### src/rtl/ex_mem_pkg.sv
// Shared constants and mode decode for the execute-to-memory pipeline register.
// Widths, enable levels and stall-vector bit positions live here.
package ex_mem_pkg;

  localparam int reg_w        = 32;
  localparam int reg_addr_w   = 5;
  localparam int double_reg_w = 2 * reg_w;
  localparam int stall_w      = 6;

  localparam int stall_ex  = 3;
  localparam int stall_mem = 4;

  localparam logic rst_enable    = 1'b1;
  localparam logic write_enable  = 1'b1;
  localparam logic write_disable = 1'b0;
  localparam logic stop          = 1'b1;
  localparam logic no_stop       = 1'b0;

  localparam logic [reg_w-1:0] zero_word = '0;

  typedef enum logic [1:0] {
    MODE_PASS   = 2'd0,
    MODE_BUBBLE = 2'd1,
    MODE_HOLD   = 2'd2,
    MODE_CLEAR  = 2'd3
  } mode_e;

  // Flush wins, then the ex/mem stall pair; a running ex always passes,
  // even when ctrl illegally stops mem behind it.
  function automatic mode_e decode_mode(input logic flush, input logic ex_stop,
                                        input logic mem_stop);
    if (flush)
      return MODE_CLEAR;
    else if (ex_stop == stop && mem_stop == no_stop)
      return MODE_BUBBLE;
    else if (ex_stop == no_stop)
      return MODE_PASS;
    else
      return MODE_HOLD;
  endfunction

endpackage

### src/rtl/ex_mem.sv
// EX/MEM pipeline register: latches execute results and the multiply-accumulate
// intermediate product/cycle index fed back to execute while it is stalled.
module ex_mem
  import ex_mem_pkg::*;
#(
  parameter int DATA_W  = reg_w,
  parameter int ADDR_W  = reg_addr_w,
  parameter int STALL_W = stall_w
) (
  input  logic                clk,
  input  logic                rst,
  input  logic [STALL_W-1:0]  stall,
  input  logic                flush,
  input  logic [ADDR_W-1:0]   ex_wd,
  input  logic                ex_wreg,
  input  logic [DATA_W-1:0]   ex_wdata,
  input  logic [DATA_W-1:0]   ex_hi,
  input  logic [DATA_W-1:0]   ex_lo,
  input  logic                ex_whilo,
  input  logic [2*DATA_W-1:0] hilo_i,
  input  logic [1:0]          cnt_i,
  output logic [ADDR_W-1:0]   mem_wd,
  output logic                mem_wreg,
  output logic [DATA_W-1:0]   mem_wdata,
  output logic [DATA_W-1:0]   mem_hi,
  output logic [DATA_W-1:0]   mem_lo,
  output logic                mem_whilo,
  output logic [2*DATA_W-1:0] hilo_o,
  output logic [1:0]          cnt_o
);

  mode_e mode;

  assign mode = decode_mode(flush, stall[stall_ex], stall[stall_mem]);

  always_ff @(posedge clk) begin
    if (rst == rst_enable) begin
      mem_wd    <= '0;
      mem_wreg  <= write_disable;
      mem_wdata <= '0;
      mem_hi    <= '0;
      mem_lo    <= '0;
      mem_whilo <= write_disable;
      hilo_o    <= '0;
      cnt_o     <= '0;
    end else begin
      case (mode)
        MODE_CLEAR: begin
          mem_wd    <= '0;
          mem_wreg  <= write_disable;
          mem_wdata <= '0;
          mem_hi    <= '0;
          mem_lo    <= '0;
          mem_whilo <= write_disable;
          hilo_o    <= '0;
          cnt_o     <= '0;
        end
        // Bubble into mem but keep the partial product so execute can resume.
        MODE_BUBBLE: begin
          mem_wd    <= '0;
          mem_wreg  <= write_disable;
          mem_wdata <= '0;
          mem_hi    <= '0;
          mem_lo    <= '0;
          mem_whilo <= write_disable;
          hilo_o    <= hilo_i;
          cnt_o     <= cnt_i;
        end
        MODE_PASS: begin
          mem_wd    <= ex_wd;
          mem_wreg  <= ex_wreg;
          mem_wdata <= ex_wdata;
          mem_hi    <= ex_hi;
          mem_lo    <= ex_lo;
          mem_whilo <= ex_whilo;
          hilo_o    <= '0;
          cnt_o     <= '0;
        end
        default: ;
      endcase
    end
  end

endmodule
### config.mk
export PLATFORM = sky130hd
export DESIGN_NAME = ex_mem
export DESIGN_NICKNAME = d
export VERILOG_FILES = /design/src/rtl/ex_mem_pkg.sv /design/src/rtl/ex_mem.sv
export SDC_FILE = /design/constraint.sdc
export NUM_CORES = 1
export LEC_CHECK = 0
export CAP_MARGIN = 20
export CORE_MARGIN = 3
export CORE_UTILIZATION = 35
export DETAILED_ROUTE_END_ITERATION = 8
export PLACE_DENSITY_LB_ADDON = 0.08
export SLEW_MARGIN = 25
export SYNTH_ARGS = -nofsm -noshare
export SYNTH_HDL_FRONTEND = slang
export SYNTH_SLANG_ARGS = --single-unit
### constraint.sdc
create_clock -name clk -period 1.2 [get_ports clk]
set_input_delay 0.24 -clock clk [delete_from_list [all_inputs] [get_ports clk]]
set_output_delay 0.24 -clock clk [all_outputs]
set_load 0.03 [all_outputs]
* After elaboration in Yosys (flattened, before gate mapping)
Index checks and enable logic that the tools add are counted. W data, S select, Z words.
Operators by class: equal/unequal tests 2, mux-type cells 11, bitwise logic cells 1, reduce and logical (&&, ||, !) cells 6
Operator list (count):
- $pmux W32 S2 | 3
- $pmux W64 S2 | 1
- $pmux W5 S2 | 1
- $mux W2 | 3
- $pmux W1 S2 | 2
- $pmux W2 S2 | 1
- $reduce_bool A2 Y1 | 2
- $reduce_or A2 Y1 | 2
- $eq A2 B1 Y1 const B | 1
- $eq A2 B2 Y1 const B | 1
- $logic_not A2 Y1 | 1
- $logic_and A1 B1 Y1 | 1
- $not A1 Y1 | 1
Storage, ports and cells: register bits after elaboration 169, input port bits 178, word-level logic and storage cells 28

* Longest topological paths before layout
Gate-level depths: netlist (run 1).
depth in word-level cells 7, gate-level depth with buffers 5, mapped depth without buffers 2

* Worst setup path before layout (run 1)
No wires, ideal clock.
kind input to register, start point input port stall[3], end point register hilo_o[23], data arrival time 1.115 ns, path slack 0.020 ns, cell stages on the path 5, buffers on the path 3, path through buf_4 or3b_1 buf_4 buf_6 nor2_1
On the way: word-level cells in the longest chain between the ends 6
RTL lines:
- from (decl) | line ex_mem.sv:12 | input logic [STALL_W-1:0] stall,
- $mux W2 / $logic_and A1 B1 Y1 (equally long branches) | line ex_mem_pkg.sv:36, ex_mem_pkg.sv:34
- $mux W2 * | line ex_mem_pkg.sv:34 | else if (ex_stop == stop && mem_stop == no_stop)
- $mux W2 * | line ex_mem_pkg.sv:32 | if (flush)
- $eq A2 B2 Y1 / $logic_not A2 Y1 (equally long branches) | line ex_mem.sv:47 | case (mode)
- $reduce_or A2 Y1 (no line)
- $pmux W64 S2 / $reduce_bool A2 Y1 (equally long branches)
- to (signal assigned) | line ex_mem.sv:66 | hilo_o <= hilo_i;
- to (decl) | line ex_mem.sv:28 | output logic [2*DATA_W-1:0] hilo_o,
Every way passes the cells marked *; elsewhere a longest branch is shown, timed or not. A chain may end at the register's enable or synchronous reset.

* Worst setup path in the final report (run 1)
start point register hilo_o[31], end point output port hilo_o[31]
No word-level cell between the ends.

==> results of run 1 <==
## registers in the layout (all words and copies together) (netlist names)
| name | cells |
|---|---|
| hilo_o | 64 |
| mem_hi | 32 |
| mem_lo | 32 |
| mem_wdata | 32 |
| mem_wd | 5 |
| cnt_o | 2 |
| mem_whilo | 1 |
| mem_wreg | 1 |
## layout make-up
cell class,instances,area [um^2]
Timing Repair Buffer,365,3570
Tap cell,225,282
Clock buffer,19,443
Clock inverter,13,239
Fill cell,1580,6870
Multi-Input combinational cell,443,2600
Sequential cell,169,3410
## per-layer routing
layer  track usage  part of all wire  up-vias
met5             0           0.00046        -
met4        0.0627             0.019        2
met3        0.0615             0.081       22
met2         0.322              0.50      202
met1         0.219              0.40     2669
li1              -                 -     2902
## stage by stage
stage | hold slack, ps | total power, mW | setup TNS (ps) | util | instances
2_1_floorplan | 384 | 6.80 | 0 | - | 673
3_5_place_dp | 459 | 7.79 | -55260 | 0.551 | 1201
3_3_place_gp | 454 | 7.79 | -52380 | 0.551 | 1201
5_1_grt | 183 | 14.5 | -43.7 | 0.605 | 1234
6_report | 187 | 14.0 | 0 | 0.605 | 1234
4_1_cts | 168 | 14.2 | 0 | 0.591 | 1233
## worst paths after layout
| check | to | slack [ps] |
|---|---|---|
| worst max register to register | hilo_o[31] | 540 |
| worst min register to register | mem_lo[12] | 470 |
| worst min-delay path | mem_lo[13] | 190 |
| worst max-delay path | hilo_o[31] | 20 |
## cell usage after synthesis
master    count
or3b_1        1
dfxtp_1     169
nand2b_1    103
or2_2         1
mux2i_1      66
nand3_1     103
clkbuf_1     28
buf_6         4
buf_1         2
buf_4         2
a21oi_1     103
buf_2        25
nor2_1       66
## power groups by stage
stage               registers, mW  clock network [mW]  logic [mW]
floorplan                    6.22                   0       0.575
global placement             5.94                   0        1.84
detailed placement           5.95                   0        1.85
CTS                          5.82                6.48        1.85
global route                 5.85                6.70        2.00
finish                       5.83                6.33        1.87
## repair_timing
item	CTS	global route
resized for setup	3	76
hold buffers	0	0
endpoints found under the setup margin	3	111
gates cloned	0	1
hold endpoints to repair	0	0
## worst reg2reg max path, cell delays in order, from the launching register on
cell     delay [ps]
dfxtp_1         330
mux2i_1         160
nor2_1           60
## cell families after synthesis
kind of cell,count (synthesis),synth area share
buf+inv,61,0.0474
mux,66,0.105
compound gates,103,0.0821
simple gates,274,0.227
flops,169,0.539
==> flow_summary.toml, run 1 <==
[outcome]
outcome = "completed"

[sta]
hold_violations = 0
timing.fmax_mhz = 847
tightestPinTransition_ps = 250
finalSetupViolCount = 0
maxSlewHeadroom = 0.833
fin_crit_ps = 1180
setup_slack_ps = 19.0
fin_worst_skew_ps = 0
drv_slew = 0
fin_crit_sh = 0.984

[hold_path]
hold_path.class = "in -> reg"
whs_path_depth = 3
min_from = "stall[4]"

[power_and_ir_drop]
p_sw_mw = 3.27
pwr_density_cell_nw_per_um2 = 1330
p_int_mw = 10.8
p_comb_frac = 0.133
p_leak_nw = 4.37
power_frac_clock = 0.451
max-vdd-ir-drop_v = 0.000976
seq_power_share = 0.415
switching_share = 0.233

[route]
post-route-drc-count = 0
drtIter0Drc = 229
avgViaCountPerCell = 4.70
vias = 5797
finalWirelength_mm = 19.7
first_pass_iters = 5
final_antenna_net_count = 0
wl_per_cell_um = 15.9

[flow_run]
cap_violations = 0

[critical_path]
crit_cells = 1
r2r_start = "hilo_o[31]"
worstSetupPathType = "reg -> out"
cp-start-kind = "flip-flop"
reg2reg_depth = 2
worst_path_largest_cell_delay_ps = 370
slowest_stage = "dfxtp_1"
critPathMaxFanout = 2
cp_num_buf_inv = 1
critical_path.endpoint_type = "primary output"
cp_top_family = "flip-flops"
required_ps = 960
crit_start = "hilo_o[31]"
cp_data_arrival_time_ps = 940
worstPathCellList = "buf_6"

[cts]
numClockSinks = 169
cts_tree = "done"
cts_buffer_depth = 2
path_clk_slew_ps = 70
cts_setup_buffers = 0
numCtsBuffers = 17
cts_root_buffer = "clkbuf_16"
clk_latency_ps = 420
h-tree-depth = 4

[logic_synthesis]
yosysTopAreaCellShare = 0.539
ys_seq_elements = 169
yosysTopAreaCell = "dfxtp_1"
synth_fp_nets = 851
avgSynthCellArea_um2 = 9.33
mappedNetlistArea_um2 = 6280
ys_top_cells_by_area = "dfxtp_1 (54%), mux2i_1 (11%), nand2b_1 (10%)"
yosysSeqAreaShare = 0.539
ys_warn_count = 0
netlist_instances = 673
ys_types = 13

[floorplan]
start_util = 0.361
die_h_um = 140
fp-row-count = 48
die_w_um = 140
io_pins = 347
dieArea_um2 = 19600
fp.coreArea_um2 = 17400

[grt]
antenna_found_initial = 1
grt_pass1_wl_mm = 29.3
grt_usage = 0.187
grt_max_degree = 67
grt_pass1_vias = 5343
overflow = 0

[placement]
hpwlAfterDp_mm = 13.9
io_buffers = 342
gp_routability_congestion = 0.746
place_area_um2 = 9590
post-place-ws_ps = -417

[cells_and_area]
drive_gt1_frac = 0.246
area.growth.synth_to_final_pct = 67.9
final_common_cell = "clkdlybuf4s50_1"
final_nets = 1174
finalInstanceArea_um2 = 10500
final_cell_mix = "clkdlybuf4s50_1 (171), dfxtp_1 (148), buf_4 (122)"
num_antenna_cells = 0
No activity file was read; power rests on OpenSTA's default activity.
==> run 2, diff against run 1 <==
--- a/config.mk
+++ b/config.mk
@@ -6,7 +6,7 @@
 export NUM_CORES = 1
 export LEC_CHECK = 0
 export CAP_MARGIN = 20
-export CORE_MARGIN = 3
+export CORE_MARGIN = 10
 export CORE_UTILIZATION = 35
 export DETAILED_ROUTE_END_ITERATION = 8
 export PLACE_DENSITY_LB_ADDON = 0.08
==> run 2 against run 1 <==
Compared with the run above:
- global-route usage fell by 0.88 points
- clock skew did not move
- hold slack got worse by 22 ps
- die area rose by 21%
- critical path depth did not move
- utilization rose by 0.83 points
- critical endpoint is now hilo_o[59]
==> flow_summary.toml, run 2 (same netlist as run 1, synthesis figures left out) <==
[outcome]
outcome = "completed"

[critical_path]
r2r_start = "hilo_o[46]"
cp_top_family = "flip-flops"
critPathMaxFanout = 2
worstPathCellList = "buf_4"
worstSetupPathType = "reg -> out"
crit_start = "hilo_o[59]"
required_ps = 960
cp_data_arrival_time_ps = 930
slowest_stage = "dfxtp_1"
critical_path.endpoint_type = "primary output"
cp-start-kind = "flip-flop"
cp_num_buf_inv = 1
worst_path_largest_cell_delay_ps = 340

[route]
wl_per_cell_um = 18.0
first_pass_iters = 4
post-route-drc-count = 0
drtIter0Drc = 264
vias = 5868
finalWirelength_mm = 22.3
avgViaCountPerCell = 4.74
final_antenna_net_count = 0

[grt]
grt_pass1_vias = 5633
grt_usage = 0.178
antenna_found_initial = 0
grt_pass1_wl_mm = 33.4
overflow = 0
grt_max_degree = 83

[cts]
numClockSinks = 169
cts_buffer_depth = 2
numCtsBuffers = 17
cts_root_buffer = "clkbuf_16"
clk_latency_ps = 410
cts_tree = "done"
cts-hold-fix-buffers = 0
path_clk_slew_ps = 70
h-tree-depth = 4

[cells_and_area]
num_antenna_cells = 0
final_common_cell = "clkdlybuf4s50_1"
regMostFlops = "hilo_o"
finalInstanceArea_um2 = 10700
final_nets = 1179
area.growth.synth_to_final_pct = 70.2
final_cell_mix = "clkdlybuf4s50_1 (171), dfxtp_1 (115), buf_6 (105)"
largest_register_ff_count = 64
drive_gt1_frac = 0.281

[power_and_ir_drop]
max-vdd-ir-drop_v = 0.000961
pwr_density_cell_nw_per_um2 = 1220
p_leak_nw = 4.37
p_total_mw = 13.1

[flow_run]
cap_violations = 0

[floorplan]
dieArea_um2 = 23700
fp.coreArea_um2 = 17400
fp-row-count = 48
io_pins = 347
die_w_um = 154
start_util = 0.361
die_h_um = 154

[hold_path]
hold_path.class = "in -> reg"
min_from = "stall[4]"

[sta]
maxSlewHeadroom = 0.794
tightestPinTransition_ps = 310
setup_slack_ps = 25.0
finalSetupViolCount = 0
hold_violations = 0
timing.fmax_mhz = 851
fin_crit_sh = 0.979
drv_slew = 0
rsz0062_at_grt = "yes"
fin_worst_skew_ps = 0
fin_crit_ps = 1170

[placement]
hpwlAfterDp_mm = 17.0
io_buffers = 342
gp_routability_congestion = 0.786
place_area_um2 = 9660
post-place-ws_ps = -422
run 2: cell count changes in the layout (fill, tap and decap cells not counted), moves of 2 or more:
cell        previous run  this run
clkinvlp_4             2         5
buf_12                13        15
buf_4                122        79
dfxtp_2               21        54
bufinv_16              6         1
buf_6                 58       105
dfxtp_1              148       115
run 2: final cells by class:
| class | instances | area (um^2) |
|---|---|---|
| Timing Repair Buffer | 370 | 3790 |
| Clock inverter | 12 | 116 |
| Tap cell | 225 | 282 |
| Fill cell | 1569 | 6730 |
| Multi-Input combinational cell | 443 | 2600 |
| Clock buffer | 20 | 447 |
| Sequential cell | 169 | 3450 |
run 2: path summary, 6_finish.rpt:
check	slack [ps]	cells after the start	end
min reg2reg	470	2	mem_wdata[26]
max reg2reg	500	2	hilo_o[46]
max	30	1	hilo_o[59]
min	170	3	mem_lo[16]
run 2: repair_timing:
item / 4_1_cts / 5_1_grt
setup buffers: 0 / 0
endpoints found under the setup margin: 8 / 117
gates resized for setup: 12 / 147
endpoints found under the hold margin: 0 / 0
run 2: layer usage:
metal / share of wire / GRT usage / vias to the layer above
met5: 0 / 0 / -
met4: 0.015 / 0.0562 / 0
met3: 0.10 / 0.0817 / 17
met2: 0.50 / 0.307 / 202
met1: 0.38 / 0.189 / 2733
li1: - / - / 2916
run 2: stage by stage:
stage	hold slack, ps	std cells	utilization	setup TNS [ps]
finish	166	1239	0.614	0
global route	168	1239	0.614	-23.9
CTS	145	1239	0.589	0
detailed placement	457	1207	0.555	-42320
global placement	453	1207	0.555	-40530
floorplan	384	673	-	0
run 2: report_power, final:
group	switching, mW	internal [mW]	leakage [nW]	total (mW)
logic	0.865	1.06	2.72	1.92
clock network	2.37	2.94	0.260	5.31
registers	0.0870	5.76	1.40	5.85
